===== config.mk =====
export PLATFORM = sky130hd
export DESIGN_NAME = jtag_tap_sequencer
export DESIGN_NICKNAME = d
export VERILOG_FILES = /design/src/rtl/jtag_tap_sequencer.sv
export SDC_FILE = /design/constraint.sdc
export NUM_CORES = 1
export LEC_CHECK = 0
export BUFFER_PORTS_ARGS = -buffer_cell sky130_fd_sc_hd__buf_2
export CAP_MARGIN = 10
export CORE_ASPECT_RATIO = 1.1
export CORE_MARGIN = 3
export CORE_UTILIZATION = 45
export CTS_BUF_LIST = sky130_fd_sc_hd__clkbuf_4 sky130_fd_sc_hd__clkbuf_8 sky130_fd_sc_hd__clkbuf_16
export DETAILED_ROUTE_END_ITERATION = 16
export GPL_ROUTABILITY_DRIVEN = 0
export HOLD_SLACK_MARGIN = 0.1
export PLACE_DENSITY = 0.68
export SLEW_MARGIN = 10
export SYNTH_ARGS = -nofsm -noshare
export SYNTH_HDL_FRONTEND = slang
export SYNTH_SLANG_ARGS = --single-unit

===== constraint.sdc =====
create_clock -name CK -period 17.7 [get_ports CK]
set_input_delay 2.655 -clock CK [delete_from_list [all_inputs] [get_ports CK]]
set_output_delay 2.655 -clock CK [all_outputs]
set_load 0.02 [all_outputs]

===== src/rtl/jtag_tap_sequencer.sv =====
// jtag_tap_sequencer: command-driven JTAG master that walks the TAP through
// reset, IR scans and DR scans, capturing TDO into a parallel result.
module jtag_tap_sequencer #(
    parameter int IR_W   = 2,
    parameter int DR_MAX = 128,
    parameter int LEN_W  = 8
) (
    input  logic              CK,
    input  logic              TRST,
    input  logic              start,
    input  logic [1:0]        op,
    input  logic [IR_W-1:0]   ir_val,
    input  logic [LEN_W-1:0]  dr_len,
    input  logic [DR_MAX-1:0] dr_in,
    input  logic              TDO,
    output logic              TMS,
    output logic              TDI,
    output logic              busy,
    output logic              done,
    output logic [DR_MAX-1:0] dr_out
);
    typedef enum logic [3:0] {
        IDLE, TLR_EXIT, RST, IR_HDR, IR_SHIFT, IR_TAIL, DR_HDR, DR_SHIFT, DR_TAIL, DONE
    } state_t;

    state_t            state, go_st;
    logic              go, in_tlr;
    logic [1:0]        op_r;
    logic [LEN_W-1:0]  cnt, len_r, len_c;
    logic [IR_W-1:0]   ir_sr;
    logic [DR_MAX-1:0] dr_sr, mask;

    function automatic state_t first_state(input logic [1:0] o, input logic [LEN_W-1:0] n);
        return o == 2'b00 ? RST : o[0] ? IR_HDR : (n != '0) ? DR_HDR : DONE;
    endfunction

    assign len_c = dr_len > LEN_W'(DR_MAX) ? LEN_W'(DR_MAX) : dr_len;

    // Phase entries share one landing point so each phase starts with the same setup.
    always_comb begin
        go    = 1'b0;
        go_st = DONE;
        case (state)
            IDLE: begin
                go    = start;
                go_st = (in_tlr && op != 2'b00) ? TLR_EXIT : first_state(op, len_c);
            end
            TLR_EXIT: begin
                go    = 1'b1;
                go_st = first_state(op_r, len_r);
            end
            RST:     go = cnt == LEN_W'(5);
            IR_TAIL: begin
                go    = cnt == LEN_W'(1);
                go_st = (op_r[1] && len_r != '0) ? DR_HDR : DONE;
            end
            DR_TAIL: go = cnt == LEN_W'(1);
            default: ;
        endcase
    end

    always_ff @(posedge CK) begin
        if (!TRST) begin
            state  <= IDLE;
            TMS    <= 1'b1;
            TDI    <= 1'b0;
            busy   <= 1'b0;
            done   <= 1'b0;
            dr_out <= '0;
            in_tlr <= 1'b1;
            cnt    <= '0;
        end else begin
            case (state)
                IDLE: begin
                    TMS <= in_tlr;
                    if (start) begin
                        op_r  <= op;
                        len_r <= len_c;
                        ir_sr <= ir_val;
                        dr_sr <= dr_in;
                    end
                end
                TLR_EXIT: in_tlr <= 1'b0;
                RST: begin
                    cnt <= cnt + 1'b1;
                    TMS <= cnt != LEN_W'(4);
                    if (cnt == LEN_W'(5)) in_tlr <= 1'b0;
                end
                IR_HDR: begin
                    if (cnt == LEN_W'(3)) begin
                        state <= IR_SHIFT;
                        cnt   <= LEN_W'(IR_W);
                        TMS   <= IR_W == 1;
                        TDI   <= ir_sr[0];
                        ir_sr <= ir_sr >> 1;
                    end else begin
                        cnt <= cnt + 1'b1;
                        TMS <= cnt == '0;
                    end
                end
                IR_SHIFT: begin
                    if (cnt == LEN_W'(1)) begin
                        state <= IR_TAIL;
                        cnt   <= '0;
                        TMS   <= 1'b1;
                        TDI   <= 1'b0;
                    end else begin
                        cnt   <= cnt - 1'b1;
                        TMS   <= cnt == LEN_W'(2);
                        TDI   <= ir_sr[0];
                        ir_sr <= ir_sr >> 1;
                    end
                end
                IR_TAIL, DR_TAIL: begin
                    cnt <= cnt + 1'b1;
                    TMS <= 1'b0;
                end
                DR_HDR: begin
                    if (cnt == LEN_W'(2)) begin
                        state <= DR_SHIFT;
                        cnt   <= len_r;
                        TMS   <= len_r == LEN_W'(1);
                        TDI   <= dr_sr[0];
                        dr_sr <= dr_sr >> 1;
                    end else begin
                        cnt <= cnt + 1'b1;
                        TMS <= 1'b0;
                    end
                end
                DR_SHIFT: begin
                    dr_out <= dr_out | (mask & {DR_MAX{TDO}});
                    mask   <= mask << 1;
                    if (cnt == LEN_W'(1)) begin
                        state <= DR_TAIL;
                        cnt   <= '0;
                        TMS   <= 1'b1;
                        TDI   <= 1'b0;
                    end else begin
                        cnt   <= cnt - 1'b1;
                        TMS   <= cnt == LEN_W'(2);
                        TDI   <= dr_sr[0];
                        dr_sr <= dr_sr >> 1;
                    end
                end
                DONE: begin
                    state <= IDLE;
                    done  <= 1'b0;
                    TMS   <= in_tlr;
                end
                default: state <= IDLE;
            endcase
            if (go) begin
                state <= go_st;
                cnt   <= '0;
                TMS   <= go_st != DONE && go_st != TLR_EXIT;
                TDI   <= 1'b0;
                busy  <= go_st != DONE;
                done  <= go_st == DONE;
                if (go_st == DR_HDR) begin
                    dr_out <= '0;
                    mask   <= {{(DR_MAX-1){1'b0}}, 1'b1};
                end
            end
        end
    end
endmodule


==> results of run 1 <==
metal layers:
metal,global-route usage,vias up
li1,-,5883
met1,0.246,5825
met2,0.305,395
met3,0.0694,100
met4,0.0719,8
met5,0,-
power breakdown:
group          internal, mW  switching [mW]
logic                 0.147           0.274
registers              1.18          0.0664
clock network         0.572           0.377
total                  1.90           0.717
worst paths after layout:
path	endpoint	slack, ns	cells after the start
worst max-delay path	dr_out[7]	12.76	6
worst min-delay path	dr_out[88]	0.46	2
worst max register to register	dr_out[7]	13.40	6
worst min register to register	dr_out[88]	0.46	2
cell usage after synthesis, types with 2 or more instances:
library cell  instances  area share
nand3_1               9      0.0026
o221ai_1              2      0.0010
a211oi_1              3      0.0013
ha_1                  5      0.0037
nand2_1             292       0.064
nor2b_1              10      0.0037
mux2_2              127       0.084
a31oi_1               7      0.0026
nand4_1               2     0.00073
o21a_1                4      0.0018
o21ai_0              12      0.0035
a21boi_0              2     0.00088
clkbuf_1             61       0.013
nor4_1                6      0.0022
mux2i_1               2      0.0012
and3_1                3      0.0011
buf_2                 6      0.0018
nand2b_1              6      0.0022
nand3b_1              3      0.0013
xnor2_1               2      0.0010
inv_1                11      0.0024
a22oi_1               2     0.00088
buf_6                 2      0.0013
edfxtp_1            268        0.47
o22ai_1               5      0.0018
and2_1                5      0.0018
a21oi_1             274       0.080
a311oi_1              3      0.0015
nor3_1               12      0.0035
or2_2                 2     0.00073
nor2_1              154       0.034
o32ai_1               7      0.0036
o31ai_1               2     0.00088
buf_4                27       0.012
buf_1                 5      0.0011
dfxtp_1             145        0.17
a21o_1                4      0.0018
o211ai_1              2     0.00088
xor2_1                2      0.0010
state kept, by name, indices dropped and copies added (netlist names):
register,count
state,4
TDI,1
done,1
cnt,8
mask,128
TMS,1
busy,1
op_r,2
ir_sr,2
len_r,8
in_tlr,1
dr_out,128
dr_sr,128
final cells by class:
type                            count  area [µm²]  share of cell area
Sequential cell                   413       11000               0.540
Multi-Input combinational cell    998        5680               0.280
Timing Repair Buffer              289        1490              0.0734
Clock buffer                       60        1260              0.0620
Tap cell                          494         618              0.0305
Clock inverter                     20         239              0.0118
Inverter                           12        45.0             0.00222
Antenna cell                        2        5.00            0.000247
worst min-delay path, cell delays in order, from the launching register on:
cell and delay, ns:
dfxtp_1 0.32, a21oi_1 0.04, nor2_1 0.07
metrics by stage:
| stage | hold slack (ns) | util | cells |
|---|---|---|---|
| 3_3_place_gp | 0.438 | 0.503 | 2206 |
| 3_5_place_dp | 0.450 | 0.503 | 2206 |
| 2_1_floorplan | 0.466 | - | 1524 |
| 4_1_cts | 0.466 | 0.543 | 2286 |
| 5_1_grt | 0.483 | 0.544 | 2288 |
| 6_report | 0.461 | 0.544 | 2288 |
cell families after synthesis:
family / Yosys count / share of synthesized area
AOI/OAI and AO/OA: 347 / 0.115
xor gates and xnor gates: 4 / 0.00205
adders and majority gates: 6 / 0.00424
buffers and inverters: 113 / 0.0320
DFF: 413 / 0.640
muxes: 129 / 0.0847
and+or+nand+nor: 512 / 0.123
==> flow_summary.toml, run 1 <==
[run_status]
outcome = "finished, final reports clean"

[critical_path]
cp-end-kind = "register"
critical_path.max_fanout = 94
path_cells = "buf_2 -> nor4bb_1 -> a32oi_1 -> o21ai_4 -> buf_4 -> nor2_1"
cpPeakStageDelay_ns = 0.85
arrival_ns = 5.34
criticalPathCategory = "in2reg"
cp-start-kind = "input pin"
critical_path_required_ns = 18.10
cp-startpoint = "op[0]"
r2r_start = "state[0]"
critPathBufInv = 2
crit_family = "compound AO/OA/AOI/OAI gates"
cp_slowest_cell = "buf_4"

[place]
dp_hpwl_um = 25100
placement.io_buffers = 275
dp_worst_setup_slack_ns = 12.19
dpl_cell_area_um2 = 18800

[min_path]
hold_class = "reg2reg"
hp-start = "dr_out[88]"

[sta]
rsz0062_at_grt = "no"
skew_ns = 0.0121
finalSetupTns_ns = 0
finalCritPeriodShare = 0.279
setup_viol = 0
slew_viol_final = 0
fmax_mhz = 202
fin_crit_ns = 4.94
tightest_slew_ns = 1.12
final_hold_viol_count = 0
layout_setup_ws_ns = 12.76
relSlewSlack = 0.250

[cts]
cts_made_buffers = 43
cts_hold_buf = 0
postCtsSetupRepairBufs = 0
htreeDepth = 2
clkTransAtPathRegs_ns = 0.06
cts_resized = 0
cts_tree = "built"
cts.path.max_buffers = 3
clock_latency_ns = 0.57
cts.sinks = 413
cts_root_buf = "clkbuf_16"

[die]
design.die.area_um2 = 40400
ios = 276
initial_core_util = 0.459
fp.dieW_um = 192
rows = 74
core_area_um2 = 37300
die_y_um = 211

[synth]
ys_warn_count = 0
ys.flop_type = "edfxtp_1"
synth_edf_count = 268
post_synth_instance_area_um2 = 17100
async_reset_ff_frac = 0
synth.distinct_cells = 67
synth-seq-cells = 413
synthCells = 1524
ys_seq_area_frac = 0.640
synth_nets = 1673
syn_avg_cell_area_um2 = 11.2

[pwr]
irDropWorstVdd_uv = 124
power_density_nw_per_um2 = 129
fin_total_pwr_mw = 2.61
p_leak_nw = 7.97

[global_routing]
grt_usage = 0.193
grt_pass1_wl_um = 63500
antenna_found_initial = 6
grt_overflow = 0
grt_start_max_net_pins = 95
grt_pass1_vias = 12020

[job]
max-cap-violations = 0

[cells_and_area]
fin_nets = 1906
drive_above_1_share = 0.284
final_area_um2 = 20300
fillers = 3194
mostFrequentLayoutCell = "nand2_1"
area_delta_synth_final_pct = 18.4
final_cell_mix = "nand2_1 (291), a21oi_1 (274), buf_2 (274)"

[detailed_routing]
final_antenna_net_count = 0
routed.top_layer = "met5"
route.detailed.drc = 0
wl_per_cell_um = 17.4
drt_wl_total_um = 39800
drtIter0Drc = 923
wl_met2_um = 18700
wl_met1_um = 16200
wl_met3_um = 3420
first_pass_iters = 7
vias = 12211
vias_per_cell = 5.34
No activity file was read; power rests on OpenSTA's default activity.
==> inputs of run 2 (changes only) <==
clock period = 5.04 ns   (was 17.7 ns; I/O delays follow)
==> flow_summary.toml, run 2 (synthesis results as in run 1) <==
[cts]
cts_tree = "built"
cts_resized = 0
htreeDepth = 2
cts_made_buffers = 42
cts.path.max_buffers = 3
clock_latency_ns = 0.57
cts_root_buf = "clkbuf_16"
cts_hold_buf = 0
cts.sinks = 413
clkTransAtPathRegs_ns = 0.06
postCtsSetupRepairBufs = 0

[cells_and_area]
final_cell_mix = "nand2_1 (291), a21oi_1 (274), buf_2 (274)"
top_regs = "dr_out (128), dr_sr (128), mask (128)"
utilization = 0.548
final_area_um2 = 20500
fin_nets = 1908
fillers = 3216
area_delta_synth_final_pct = 19.4
instances_no_fill = 2291
mostFrequentLayoutCell = "nand2_1"
drive_above_1_share = 0.285

[die]
ios = 276
initial_core_util = 0.459
rows = 74
fp.dieW_um = 192
design.die.area_um2 = 40400
die_y_um = 211
core_area_um2 = 37300

[sta]
finalCritPeriodShare = 0.681
slew_viol_final = 0
fin_crit_ns = 3.43
tightest_slew_ns = 1.03
setup_viol = 0
finalSetupTns_ns = 0
fmax_mhz = 291
rsz0062_at_grt = "no"
relSlewSlack = 0.312
skew_ns = 0.0105
final_hold_viol_count = 0

[critical_path]
cp-start-kind = "register"
critical_path_required_ns = 5.29
criticalPathCategory = "reg2reg"
critical_path.max_fanout = 43
arrival_ns = 3.68
cp-end-kind = "register"

[pwr]
p_leak_nw = 8.03
irDropWorstVdd_uv = 322
power_density_nw_per_um2 = 454

[detailed_routing]
wl_per_cell_um = 17.2
final_antenna_net_count = 0
drtIter0Drc = 859
vias_per_cell = 5.33
drt_wl_total_um = 39400
vias = 12210
route.detailed.drc = 0
first_pass_iters = 5

[place]
placed_cells = 2209
placement.io_buffers = 275
dp_hpwl_um = 25500
dpl_cell_area_um2 = 18900

[global_routing]
grt_overflow = 0
grt_start_max_net_pins = 129
antenna_found_initial = 13
grt_usage = 0.190
grt_pass1_vias = 11660
grt_pass1_wl_um = 62100

[job]
max-cap-violations = 0

[run_status]
outcome = "finished, final reports clean"

[min_path]
hold_class = "in2reg"
==> run 2: cell count changes in the layout (fill, tap and decap cells not counted), moves of 3 or more <==
cell	previous run	this run
clkbuf_4	12	8
diode_2	2	6
buf_12	0	7
clkbuf_8	3	8
clkinv_1	7	4
buf_4	14	10
==> run 2: routing by layer <==
| metal | vias up | part of all wire | track usage |
|---|---|---|---|
| li1 | 5894 | - | - |
| met1 | 5841 | 0.41 | 0.242 |
| met2 | 389 | 0.48 | 0.309 |
| met3 | 70 | 0.086 | 0.0664 |
| met4 | 16 | 0.023 | 0.0563 |
| met5 | - | 0.0029 | 0 |
==> run 2: metrics by stage <==
step	total power [mW]	setup WS (ns)	hold slack, ns
6_report	9.29	1.61	0.414
5_1_grt	9.71	1.32	0.398
4_1_cts	9.37	1.58	0.387
3_5_place_dp	5.93	1.61	0.442
3_3_place_gp	5.88	1.73	0.439
2_1_floorplan	5.47	0.0769	0.466
==> run 2: area by class of cell <==
| type | count | area (µm²) | share of cell area |
|---|---|---|---|
| Sequential cell | 413 | 11000 | 0.535 |
| Multi-Input combinational cell | 998 | 5680 | 0.278 |
| Timing Repair Buffer | 292 | 1600 | 0.0781 |
| Clock buffer | 60 | 1270 | 0.0622 |
| Tap cell | 494 | 618 | 0.0302 |
| Clock inverter | 16 | 270 | 0.0132 |
| Inverter | 12 | 45.0 | 0.00220 |
| Antenna cell | 6 | 15.0 | 0.000734 |
==> run 2: path summary, 6_finish.rpt <==
kind / start / endpoint / slack [ns] / cells after the start
max: state[3] / dr_sr[95] / 1.61 / 6
min: op[1] / op_r[1] / 0.41 / 1
max reg2reg: state[3] / dr_sr[95] / 1.61 / 6
min reg2reg: busy / busy / 0.45 / 2
==> run 2: worst max-delay path, stage by stage (launching register included) <==
cell and delay, ns:
dfxtp_1 0.59, nor2b_1 0.52, nand2_4 0.42, a21oi_1 0.41
a21oi_1 0.13, nor3_4 0.67, buf_4 0.37
==> run 2: report_power, final <==
group          total (mW)  switching [mW]  internal, mW
clock                3.42            1.30          2.12
sequential           4.38           0.258          4.12
combinational        1.49           0.936         0.550
total                9.29            2.50          6.80
